<file path="src/rtl/cmp_pkg.sv">
// Shared encodings for the compare arbiter: result codes and sequencer states.
// No logic; imported by cmp_core and cmp_arbiter.
package cmp_pkg;

    localparam logic [1:0] CMP_EQ = 2'b00;
    localparam logic [1:0] CMP_LT = 2'b01;
    localparam logic [1:0] CMP_GT = 2'b10;

    typedef enum logic [1:0] {
        ST_IDLE = 2'd0,
        ST_CMP  = 2'd1,
        ST_RESP = 2'd2
    } state_t;

endpackage

</file>
<file path="src/rtl/cmp_core.sv">
// Purpose: WIDTH-bit magnitude compare, signed when CMP_ARB_SIGNED_EN is defined.
// Latency: purely combinational, zero cycles.
// Backpressure: none; the caller registers the result.
module cmp_core
    import cmp_pkg::*;
#(
    parameter int WIDTH = 8
) (
    input  logic [WIDTH-1:0] a,
    input  logic [WIDTH-1:0] b,
    output logic [1:0]       result
);

    always_comb begin
        result = CMP_EQ;
`ifdef CMP_ARB_SIGNED_EN
        if ($signed(a) < $signed(b)) begin
            result = CMP_LT;
        end else if ($signed(a) > $signed(b)) begin
            result = CMP_GT;
        end
`else
        if (a < b) begin
            result = CMP_LT;
        end else if (a > b) begin
            result = CMP_GT;
        end
`endif
    end

endmodule

</file>
<file path="src/rtl/cmp_arbiter.sv">
// Purpose: round-robin share of one cmp_core among N_REQ requesters (signedness via CMP_ARB_SIGNED_EN).
// Latency: accept in IDLE, register result in CMP, hold response in RESP; 3 cycles minimum per op.
// Backpressure: RESP holds until rsp_ready; no grants are made outside IDLE.
module cmp_arbiter
    import cmp_pkg::*;
#(
    parameter int N_REQ = 4,
    parameter int WIDTH = 8
) (
    input  logic                   clk,
    input  logic                   rst_n,
    input  logic [N_REQ-1:0]       req_valid,
    input  logic [N_REQ*WIDTH-1:0] req_a,
    input  logic [N_REQ*WIDTH-1:0] req_b,
    output logic [N_REQ-1:0]       req_ready,
    output logic [N_REQ-1:0]       rsp_valid,
    output logic [1:0]             rsp_result,
    input  logic                   rsp_ready,
    output logic                   busy
);

    localparam int IDX_W = (N_REQ > 1) ? $clog2(N_REQ) : 1;

    state_t           state;
    state_t           state_nxt;
    logic [IDX_W-1:0] rr_ptr;
    logic [IDX_W-1:0] gnt_idx;
    logic [IDX_W-1:0] sel_idx;
    logic [IDX_W-1:0] cand;
    logic             sel_vld;
    logic [WIDTH-1:0] op_a;
    logic [WIDTH-1:0] op_b;
    logic [1:0]       core_res;

    cmp_core #(.WIDTH(WIDTH)) u_core (
        .a      (op_a),
        .b      (op_b),
        .result (core_res)
    );

    // First requesting index at or after rr_ptr, wrapping.
    always_comb begin
        sel_vld = 1'b0;
        sel_idx = '0;
        cand    = '0;
        for (int k = 0; k < N_REQ; k++) begin
            cand = IDX_W'((32'(rr_ptr) + k) % N_REQ);
            if (!sel_vld && req_valid[cand]) begin
                sel_vld = 1'b1;
                sel_idx = cand;
            end
        end
    end

    always_comb begin
        state_nxt = state;
        req_ready = '0;
        rsp_valid = '0;
        case (state)
            ST_IDLE: begin
                if (sel_vld) begin
                    req_ready[sel_idx] = 1'b1;
                    state_nxt          = ST_CMP;
                end
            end
            ST_CMP: begin
                state_nxt = ST_RESP;
            end
            ST_RESP: begin
                rsp_valid[gnt_idx] = 1'b1;
                if (rsp_ready) begin
                    state_nxt = ST_IDLE;
                end
            end
            default: begin
                state_nxt = ST_IDLE;
            end
        endcase
    end

    assign busy = (state != ST_IDLE);

    always_ff @(posedge clk or negedge rst_n) begin
        if (!rst_n) begin
            state      <= ST_IDLE;
            rr_ptr     <= '0;
            gnt_idx    <= '0;
            op_a       <= '0;
            op_b       <= '0;
            rsp_result <= CMP_EQ;
        end else begin
            state <= state_nxt;
            case (state)
                ST_IDLE: begin
                    if (sel_vld) begin
                        op_a    <= req_a[sel_idx*WIDTH +: WIDTH];
                        op_b    <= req_b[sel_idx*WIDTH +: WIDTH];
                        gnt_idx <= sel_idx;
                    end
                end
                ST_CMP: begin
                    rsp_result <= core_res;
                end
                ST_RESP: begin
                    // Pointer only advances once the response is consumed.
                    if (rsp_ready) begin
                        rr_ptr <= (gnt_idx == IDX_W'(N_REQ - 1)) ? '0 : gnt_idx + 1'b1;
                    end
                end
                default: begin
                end
            endcase
        end
    end

endmodule

</file>
<file path="config.mk">
export PLATFORM = sky130hd
export DESIGN_NAME = cmp_arbiter
export DESIGN_NICKNAME = d
export VERILOG_FILES = /design/src/rtl/cmp_pkg.sv /design/src/rtl/cmp_core.sv /design/src/rtl/cmp_arbiter.sv
export SDC_FILE = /design/constraint.sdc
export NUM_CORES = 1
export LEC_CHECK = 0
export CAP_MARGIN = 0
export CORE_MARGIN = 4
export CORE_UTILIZATION = 37
export CTS_CLUSTER_DIAMETER = 100
export CTS_CLUSTER_SIZE = 25
export DETAILED_ROUTE_END_ITERATION = 6
export PLACE_DENSITY = 0.76
export SETUP_SLACK_MARGIN = 0.02
export SYNTH_ARGS = -nofsm -noshare
export SYNTH_HDL_FRONTEND = slang
export SYNTH_SLANG_ARGS = --single-unit
</file>
<file path="constraint.sdc">
create_clock -name clk -period 1.7 [get_ports clk]
set_input_delay 0.255 -clock clk [delete_from_list [all_inputs] [get_ports clk]]
set_output_delay 0.255 -clock clk [all_outputs]
set_load 0.05 [all_outputs]
</file>
**After elaboration in Yosys (flattened, before gate mapping)**

Index checks and enable logic that the tools add are counted.

- Bits in registers: 24
- Latch bits: 0
- Bits in writable memories: 0
- ROM bits: 0
- Output and inout bits: 11
- Memories kept: 0

- Add/subtract/negate cells: 4
- Multipliers: 0
- Divide/modulo/power cells: 0
- $lt $le $gt $ge: 10
- Equal/unequal tests: 5
- Shift operators: 2
- Mux-type cells: 29
- Bitwise operators: 0
- Reductions and logical operators: 13

Operators with widths:

| kind | count |
|---|---|
| $shiftx A32 B6 Y8 | 2 |
| $lt A2 B3 Y1 const B | 6 |
| $mux W2 | 9 |
| $mux W4 | 3 |
| $mux W1 | 10 |
| $bmux W1 S2 | 4 |
| $gt A8 B8 Y1 | 1 |
| $lt A8 B8 Y1 | 1 |
| $pmux W2 S3 | 1 |
| $reduce_and A2 Y1 | 3 |
| $logic_and A1 B1 Y1 | 5 |
| $add A2 B1 Y2 const B | 2 |
| $add A2 B2 Y2 const B | 2 |
| $demux W1 S2 | 2 |
| $eq A2 B2 Y1 const B | 2 |
| $ge A2 B1 Y1 const B | 2 |
| $ne A2 B2 Y1 const B | 2 |
| $logic_not A1 Y1 | 3 |
| $eq A2 B1 Y1 const B | 1 |
| $logic_not A2 Y1 | 1 |
| $reduce_bool A2 Y1 | 1 |

**Depth between registers and ports, before layout**

- Depth in word-level cells: 18
- Mapped depth: 8

**By module**

A second synthesis with hierarchy kept.

- Cells, all modules: 170
- Area, all modules: 1825.5 um^2

By module, submodules not included:

| module | times used | cells each | area each (um^2) |
|---|---|---|---|
| cmp_arbiter | 1 | 141 | 1614.0 |
| cmp_core | 1 | 29 | 211.5 |

**Least setup slack after synthesis**

OpenSTA, ideal clock, no wires.

- Kind: reg2out
- Start point: register state[1]
- End point: output port req_ready[2]
- Data arrival time: 2.166 ns
- Data required time: 1.445 ns
- Path slack: -0.721 ns
- Cell stages (with the launch flop): 9
- Path buffers: 3
- Path through: dfrtp_1 or2_1 a21o_1 buf_6 inv_4 nand2b_4 buf_6 buf_6 nor2_1

- Cells in the longest elaborated chain, start to end: 2

Ends and longest elaborated chain:

| item | RTL line | RTL |
|---|---|---|
| start: declaration | cmp_arbiter.sv:24 | `state_t state;` |
| start signal: assignment | cmp_arbiter.sv:92 | `state <= state_nxt;` |
| $logic_not A2 Y1 | cmp_arbiter.sv:59 | `case (state)` |
| $mux W4 | cmp_arbiter.sv:59 |  |
| end: declaration | cmp_arbiter.sv:15 | `output logic [N_REQ-1:0] req_ready,` |

Every way passes these cells.

**Worst setup path in the final report**

- Start point: register rr_ptr[0]
- End point: output port req_ready[2]

- Cells in the longest elaborated chain, start to end: 18
- Elaborated cells between the ends (all ways): 32
- Classes of those cells: add/sub (3); order compare (2); mux (20); reduce/logical (7)

Ends and longest elaborated chain:

| item | RTL line | RTL |
|---|---|---|
| start: declaration | cmp_arbiter.sv:26 | `logic [IDX_W-1:0] rr_ptr;` |
| start signal: assignment | cmp_arbiter.sv:107 | `rr_ptr <= (gnt_idx == IDX_W'(N_REQ - 1)) ? '0 : gnt_idx + 1'b1;` |
| parallel branches: the longest is 16 deep, another holds $lt A2 B3 Y1 | n/a |  |
| $mux W4 * | cmp_arbiter.sv:61 | `if (sel_vld) begin` |
| $mux W4 * | cmp_arbiter.sv:59 |  |

Mark *: on every way between the ends. The select of a mux whose other input is x is not followed.

==> metrics <==
status finished with violations; violated checks negative setup slack; sequential area share after synthesis 34.07%; leading area contributor after synthesis dfrtp_1; clk_lat worst skew 270 ps; hold crit path type in2async; CP Class reg2out; # DRC 0; P_int 0.003000 W; Static Leak 1.441 nW; final setup margin -185.0 ps; Sink Count 24; CP endpoint kind output pin; crit path launch type flop; Port Buffer Count 81; maximum clock path buffer count 2; Post-synth ARST share 100.0%; yosys warns 0; cts hold-fix bufs 0; Worst Max-Slew Pin Slew 316.9 ps; CP max FO 3; Synth cell types 33; combinational fraction of design power 72.3%; worst vdd ir 0.6985 mV; DR WL/cell 17.21 µm; Synth Instances 174; # setup viols final 20; commonest non-fill, non-tap cell in the layout clkdlybuf4s50_1; Antenna Cells 0; io pins 82; largest net degree at the start of global routing 25; Post-synth top flop dfrtp_1; post-synth net total 257; ANT nets after route 0; post-synth top area share 34.07%; Site Rows 24; most frequent cells in the layout clkdlybuf4s50_1, dfrtp_1, nand2_1; routed wire length 5697 µm; Via density 5.269; clock skew 5.685 ps; pre-CTS WS -490.8 ps; fillcell total 296; Post-synth EDFFs 0; switching share of power 42.97%; Fin Hold WS 342.6 ps; Tcrit/Tclk final 110.9%; chip width 77.03 µm; DP HPWL 3784 µm; Synth area leaders dfrtp_1, mux2i_1, ha_1, o221ai_1, nand2_1; GPL Wtd Cong 0.8396; initial drt markers 63; TritonCTS clock tree done; Post-Layout Inst Area 3287 µm²; die height 77.03 µm; unrepaired setup endpoints after global routing true; register clock-pin slew on the reported worst setup and hold paths 90 ps; first-pass GRT wire length 8487 µm; effective utilization at floorplan 39.40%; synthesized flop and latch total 24; number of global-route vias before repair 1800; Max Clk Rate 0.5305 GHz; drt first pass iters 4; TritonCTS buffer count 3; Overflow after GRT 0; max-capacitance violation count 0; htree depth 1; CP required 1440 ps; layout cells sized above 1 30.82%; nets@finish 363; clk root buf clkbuf_8; GRT Util Overall 17.70%; Cell Area, Synth 1763 µm²; syn avg cell area 10.13 µm²; die area 5933 µm²; area grow syn2layout 86.44%; switching power 0.002260 W; Power Density 1600 nW/µm²; Clk pwr share 7.4%; Tmin final 1885 ps; Core ar. 4474 µm²; vias 1744; Flop pwr share 20.3%; antenna violations before repair 0; normalized max-slew margin 78.88%; Design Power 0.005260 W; WP data arrival 1630 ps; Hold Fails Final Rpt 0; DP Area 2755 µm²; Pins Over Slew Limit 0
-- worst paths after layout --
check	slack, ps	end	cells after the start	from
worst max-delay path	-190	req_ready[2]	7	rr_ptr[0]
worst min-delay path	340	op_b[3]	2	rst_n
worst max register to register	-110	op_b[2]	9	rr_ptr[0]
worst min register to register	510	op_b[1]	2	op_b[1]
max in group asynchronous	1090	rr_ptr[0]	2	rst_n
min in group clk	510	op_b[1]	2	op_b[1]
-- Yosys cell counts, drive strengths merged, types with 2 or more instances --
library cell  count
mux2i            32
ha               12
nand2b            2
dfrtp            24
a21o              5
and2              4
nor2b             5
o21ai             8
o21a              2
inv              14
nor2              8
a21oi             3
buf               7
nand2            22
nand4             2
o221ai           17
-- worst max-delay path, cell delays in order, from the launching register on --
cell and delay (ps):
dfrtp_2 450, nor2b_4 140, buf_6 110, nor2_4 30, o22ai_4 230, nand2b_4 220, nor2_4 50, buf_8 150
-- cell families after synthesis --
family          after synthesis  share of synthesized area [%]
compound gates               39                          19.09
fa+ha+maj                    12                          8.516
flops                        24                          34.07
buf+inv                      22                          7.452
simple gates                 44                          12.07
mux                          33                          18.81
-- routing by layer --
layer / GRT usage, % / vias to the layer above / routed length (µm)
met5: 0 / - / 0
met4: 4.982 / 0 / 69
met3: 3.630 / 6 / 358
met2: 31.45 / 64 / 3062
met1: 21.60 / 831 / 2206
li1: - / 843 / -
-- through the flow --
step           utilization, %  TNS, ps  instances
3_3_place_gp            61.58    -7428        314
3_5_place_dp            61.58    -8615        314
4_1_cts                 67.76    -1863        327
2_1_floorplan               -   -690.7        174
5_1_grt                 73.46    -3432        331
6_report                73.46    -1993        331
-- area by class of cell --
cell class | instances | area (µm²) | area share [%]
Tap cell | 52 | 65.06 | 1.979
Timing Repair Buffer | 109 | 1199 | 36.47
Sequential cell | 24 | 601.8 | 18.31
Multi-Input combinational cell | 128 | 1311 | 39.89
Clock buffer | 4 | 55.05 | 1.675
Inverter | 14 | 55.05 | 1.675
-- registers in the layout (all words and copies together) (netlist names) --
signal	flops
op_a	8
op_b	8
gnt_idx	2
rr_ptr	2
rsp_result	2
state	2
-- power by group through the flow --
stage	combinational (W)	sequential [W]	clock [W]
floorplan	0.00192	0.00111	0
global placement	0.00276	0.00105	0
detailed placement	0.00284	0.00106	0
CTS	0.00328	0.00105	0.000392
global route	0.00411	0.00110	0.000419
finish	0.00380	0.00107	0.000389
-- what timing repair did --
item / 4_1_cts / 5_1_grt
pin swaps: 8 / 15
gates cloned: 1 / 3
gates resized for setup: 33 / 30
setup endpoints to repair: 21 / 26
setup buffers: 8 / 2
hold endpoints to repair: 0 / 0
(Power assumes the default switching activity.)
